**config.mk**
```make
export PLATFORM = sky130hd
export DESIGN_NAME = seq_countdown_timer
export DESIGN_NICKNAME = d
export VERILOG_FILES = /design/src/rtl/seq_countdown_timer.sv
export SDC_FILE = /design/constraint.sdc
export NUM_CORES = 1
export LEC_CHECK = 0
export ABC_AREA = 1
export CAP_MARGIN = 20
export CORE_ASPECT_RATIO = 0.6
export CORE_MARGIN = 2
export CORE_UTILIZATION = 53
export CTS_CLUSTER_DIAMETER = 100
export DETAILED_ROUTE_END_ITERATION = 10
export HOLD_SLACK_MARGIN = 0.12
export PLACE_DENSITY = 0.93
export SYNTH_ARGS = -nofsm -noshare
export SYNTH_HDL_FRONTEND = slang
export SYNTH_SLANG_ARGS = --single-unit
```
**constraint.sdc**
```tcl
create_clock -name clk -period 3.5 [get_ports clk]
set_input_delay 0.7 -clock clk [delete_from_list [all_inputs] [get_ports clk]]
set_output_delay 0.7 -clock clk [all_outputs]
set_load 0.05 [all_outputs]
```
**src/rtl/seq_countdown_timer.sv**
```systemverilog
// Minutes/seconds countdown timer: loads a clamped mm:ss value, decrements once per
// qualified tick, pulses done on reaching 00:00 and holds expired until the next load.
module seq_countdown_timer #(
   parameter int unsigned MAX_MINS = 59,
   parameter int unsigned MAX_SECS = 59
) (
   input  logic       clk,
   input  logic       reset,
   input  logic       load,
   input  logic [5:0] load_mins,
   input  logic [5:0] load_secs,
   input  logic       tick,
   input  logic       run,
   output logic [5:0] mins,
   output logic [5:0] secs,
   output logic       done,
   output logic       expired
);

   localparam logic [5:0] MAX_M = 6'(MAX_MINS);
   localparam logic [5:0] MAX_S = 6'(MAX_SECS);

   typedef enum logic [1:0] {
      IDLE    = 2'b00,
      ARMED   = 2'b01,
      EXPIRED = 2'b10
   } state_t;

   state_t     state, state_nx;
   logic [5:0] mins_nx, secs_nx;
   logic       done_nx, expired_nx;
   logic [5:0] clamp_m, clamp_s;
   logic       step;

   assign step = tick & run;

   always_comb begin
      clamp_m    = (load_mins > MAX_M) ? MAX_M : load_mins;
      clamp_s    = (load_secs > MAX_S) ? MAX_S : load_secs;
      state_nx   = state;
      mins_nx    = mins;
      secs_nx    = secs;
      done_nx    = 1'b0;
      expired_nx = expired;

      if (load) begin
         mins_nx    = clamp_m;
         secs_nx    = clamp_s;
         expired_nx = 1'b0;
         state_nx   = ((clamp_m != '0) || (clamp_s != '0)) ? ARMED : IDLE;
      end else begin
         case (state)
            IDLE: begin
               expired_nx = 1'b0;
            end
            ARMED: begin
               if ((mins == '0) && (secs == '0)) begin
                  // ARMED with a zero count cannot be reached legally; fall back to IDLE
                  state_nx   = IDLE;
                  expired_nx = 1'b0;
               end else if (step) begin
                  if (secs != '0) begin
                     secs_nx = secs - 6'd1;
                  end else begin
                     secs_nx = MAX_S;
                     mins_nx = mins - 6'd1;
                  end
                  if ((mins == '0) && (secs == 6'd1)) begin
                     state_nx   = EXPIRED;
                     done_nx    = 1'b1;
                     expired_nx = 1'b1;
                  end
               end
            end
            EXPIRED: begin
               expired_nx = 1'b1;
            end
            default: begin
               state_nx   = IDLE;
               mins_nx    = '0;
               secs_nx    = '0;
               expired_nx = 1'b0;
            end
         endcase
      end
   end

   always_ff @(posedge clk or negedge reset) begin
      if (!reset) begin
         state   <= IDLE;
         mins    <= '0;
         secs    <= '0;
         done    <= 1'b0;
         expired <= 1'b0;
      end else begin
         state   <= state_nx;
         mins    <= mins_nx;
         secs    <= secs_nx;
         done    <= done_nx;
         expired <= expired_nx;
      end
   end

endmodule

```
==> results.rst <==
.. list-table::
   :header-rows: 1

   * - Metric
     - Value
   * - Gr ovfl total
     - 0
   * - Post_cts resized
     - 0
   * - DP Wirelength
     - 2650 um
   * - Antenna violations before repair
     - 0
   * - Worst Tran Pin Value
     - between 700 and 800 ps
   * - Number of synthesized flops with an enable pin
     - 0
   * - Vias in the first global route
     - between 1000 and 1500
   * - Critical path class
     - primary input to register
   * - Post-synthesis net count
     - 222
   * - Worst min-delay path class
     - register to register
   * - Drt via density
     - 5.29
   * - Antenna-violating nets left
     - 0
   * - Final Skew
     - 4.36 ps
   * - Portion of synthesized cell area occupied by the leading cell type
     - between 30% and 40%
   * - Worst path required time
     - 3640 ps
   * - Final-report hold violation count
     - 0
   * - Synth unique cells
     - 27
   * - Post-route clock period utilization
     - 66.3%
   * - Total of hold buffers inserted after clock tree synthesis
     - 0
   * - Category of the worst setup path capture point
     - register
   * - Cell at the root of the clock tree
     - sky130_fd_sc_hd__clkbuf_8
   * - Total area of multi-input combinational cells
     - 805 um^2
   * - Clock transition at the registers of the reported paths
     - about 60 ps
   * - Result of the run
     - finished clean
   * - Diodes inserted
     - 0
   * - Largest vdd supply drop
     - 0.000355 V
   * - Count of synthesis-stage warnings from yosys
     - 0
   * - Post-synthesis sequential element count
     - 16
   * - Async SR Flop Fraction
     - 100%
   * - Layout overhead on the synthesized area
     - 29.0%
   * - Critical-path maximum fanout
     - 16
   * - Initial core utilization
     - 57.9%
   * - Delay-heaviest family, CP
     - simple AND/OR/NAND/NOR gates
   * - Cell with the biggest individual delay on the critical path
     - sky130_fd_sc_hd__clkdlybuf4s50_1
   * - Post-placement cell count
     - approximately 260
   * - Maximum number of pins on one net before global-route repair
     - 17
   * - Number of buffers added by the clock tree synthesis step
     - 3
   * - Drt first-iter violations
     - 90
   * - Total negative slack for setup checks
     - 0 ps
   * - Leakage power total
     - 0.861 nW
   * - Number of inserted filler cells in the final layout
     - 184
   * - Level count of the clock H-tree
     - 1
   * - Routed Wire Length
     - 3310 um
   * - Total length of routed met2 wires
     - roughly 1300 um
   * - Worst-case headroom to the max-slew limit
     - 52.3%
   * - Largest buffer count on any clock path
     - 2
   * - TritonCTS clock tree
     - yes
   * - Proportion of synthesized chip area in sequential cells
     - 30.8%
   * - Cell Chain, Critical Path
     - clkdlybuf4s50_1, nor2_2, inv_2, nor2_1, nand2_1, nand3b_1, nand2_1
   * - Fraction of final layout cells with drive strength greater than 1
     - about a tenth
   * - Top cells by area in the synthesized netlist
     - sky130_fd_sc_hd__dfrtp_1, sky130_fd_sc_hd__nand2_1, sky130_fd_sc_hd__ha_1, sky130_fd_sc_hd__nand3_1, sky130_fd_sc_hd__nand4_1
   * - Most common flop cell mapped by yosys
     - sky130_fd_sc_hd__dfrtp_1
   * - Most frequently used cell type in the post-synthesis netlist
     - sky130_fd_sc_hd__nand2_1
   * - Top routing layer in use
     - met4
   * - Final count of pins violating max slew
     - 0
   * - Clock latency reported for the late side of the worst-skew pair
     - 250 ps
   * - 1st-pass router iterations
     - 4
   * - Minimum clock period after layout
     - 2320 ps
   * - Wire length of the first global-routing pass
     - 5350 um
   * - Netlist area before placement
     - 0.00130 mm^2
   * - Routability-driven placement congestion ratio
     - 0.902
   * - Average wire length per cell after detail routing
     - 12.8 um
   * - Data arrival at the endpoint of the critical path
     - approximately 2500 ps
   * - Startpoint Class
     - primary input
   * - Final setup viols
     - 0
   * - TritonCTS sink count
     - 16
   * - Most prevalent standard cell on the critical path
     - sky130_fd_sc_hd__nand2_1
   * - DR DRC count
     - 0
   * - CP bufs+invs
     - 2
   * - Tot GR Track Use
     - 25.1%
   * - Non-filler cells, final
     - 259
   * - Area occupied by registers
     - 400 um^2
   * - Power density of the placed cells
     - 550 mW/mm^2
   * - Vias post-DR
     - 1371
   * - M1 wire length
     - ~1700 um
   * - Floorplan die area
     - ~0.0029 mm^2
   * - Net count, final
     - 254
   * - Postcts setup bufs
     - 0
   * - Highest cell delay on the worst timing path
     - 690 ps
   * - Number of max-capacitance violations reported
     - 0
   * - Average cell area after synthesis
     - 6.57 um^2
   * - Max frequency
     - 431 MHz
   * - Library cell occupying the most area in the post-synthesis netlist
     - sky130_fd_sc_hd__dfrtp_1
   * - Die Width
     - 67.9 um
   * - Vert. Die Dim
     - ~42 um
   * - Unrepaired setup endpoints after global routing
     - false
   * - Num ports
     - 31
   * - Buffers added on ports
     - 30
   * - Commonest cells in the synthesized netlist
     - sky130_fd_sc_hd__nand2_1, sky130_fd_sc_hd__dfrtp_1, sky130_fd_sc_hd__inv_1
   * - Synthesized netlist cell count
     - 198
   * - Area of the core region
     - 0.00224 mm^2
   * - Standard-cell rows
     - 13
   * - Length of routed met3 wiring
     - 276 um
state kept, by name, indices dropped and copies added, names as in the netlist:
signal and cells:
secs 6, state 2, mins 6, expired 1
done 1
path summary, 6_finish.rpt:
| path | depth (start not counted) | to | slack, ps | from |
|---|---|---|---|---|
| max in group asynchronous | 1 | mins[1]$_DFFE_PN0P_ | 2180 | reset |
| hold / removal | 2 | state[1]$_DFFE_PN0P_ | 500 | state[1]$_DFFE_PN0P_ |
| hold reg to reg | 2 | state[1]$_DFFE_PN0P_ | 500 | state[1]$_DFFE_PN0P_ |
| min in group asynchronous | 1 | secs[1]$_DFFE_PN0P_ | 870 | reset |
| setup / recovery | 7 | expired$_DFFE_PN0P_ | 1180 | load |
| setup reg to reg | 9 | expired$_DFFE_PN0P_ | 1700 | state[1]$_DFFE_PN0P_ |
kinds of logic after synthesis:
| family | share of synthesized area [%] |
|---|---|
| AOI/OAI and AO/OA | 4.62 |
| xor gates and xnor gates | 0.674 |
| adders and majority gates | 6.74 |
| buffers and inverters | 7.31 |
| DFF | 30.8 |
| and+or+nand+nor | 49.9 |
tightest hold or removal path: stages, from the launching register on:
cell and delay, ps:
sky130_fd_sc_hd__dfrtp_1 370, sky130_fd_sc_hd__nand2_1 60, sky130_fd_sc_hd__nand2_1 40
stage by stage:
| stage | utilization, % | area, um^2 | hold WS, ps | worst slack, ps | power (mW) |
|---|---|---|---|---|---|
| 2_1_floorplan | - | 1300 | 404 | 1720 | 0.604 |
| 3_3_place_gp | 72.2 | 1620 | 484 | 1000 | 0.746 |
| 3_5_place_dp | 72.2 | 1620 | 489 | 932 | 0.754 |
| 4_1_cts | 74.7 | 1680 | 503 | 1200 | 0.920 |
| 5_1_grt | 74.7 | 1680 | 544 | 1100 | 0.982 |
| 6_report | 74.7 | 1680 | 499 | 1180 | 0.923 |
area by class of cell:
type	instances	share of cell area [%]
Sequential cell	16	23.9
Multi-Input combinational cell	158	48.0
Clock buffer	4	3.28
Inverter	21	4.70
Tap cell	30	2.24
Timing Repair Buffer	30	17.9
metal layers:
metal | up-vias | track usage (%)
li1 | 696 | -
met1 | 621 | 38.2
met2 | 49 | 34.4
met3 | 5 | 8.06
met4 | 0 | 4.80
met5 | - | 0
cells in the final DEF, fill, tap and decap left out, types with 2 or more instances in the layout:
master                            instances
sky130_fd_sc_hd__nor2_1                  14
sky130_fd_sc_hd__nand3_4                  2
sky130_fd_sc_hd__nand3_2                  2
sky130_fd_sc_hd__ha_1                     7
sky130_fd_sc_hd__or2_2                    2
sky130_fd_sc_hd__clkdlybuf4s50_1         30
sky130_fd_sc_hd__inv_1                   16
sky130_fd_sc_hd__clkbuf_8                 4
sky130_fd_sc_hd__o21ai_0                  4
sky130_fd_sc_hd__nand2_1                 83
sky130_fd_sc_hd__o21ai_1                  4
sky130_fd_sc_hd__inv_2                    5
sky130_fd_sc_hd__nand3_1                 15
sky130_fd_sc_hd__dfrtp_1                 16
sky130_fd_sc_hd__nand4_1                 10
sky130_fd_sc_hd__nor2_2                   4
sky130_fd_sc_hd__nor2_4                   2
power by group:
| part | internal (mW) | leakage, nW | switching (mW) |
|---|---|---|---|
| clock | 0.0999 | 0.0288 | 0.0647 |
| sequential | 0.221 | 0.204 | 0.0547 |
| combinational | 0.166 | 0.629 | 0.317 |
| total | 0.486 | 0.861 | 0.436 |
Power figures use the tool's default switching activity.
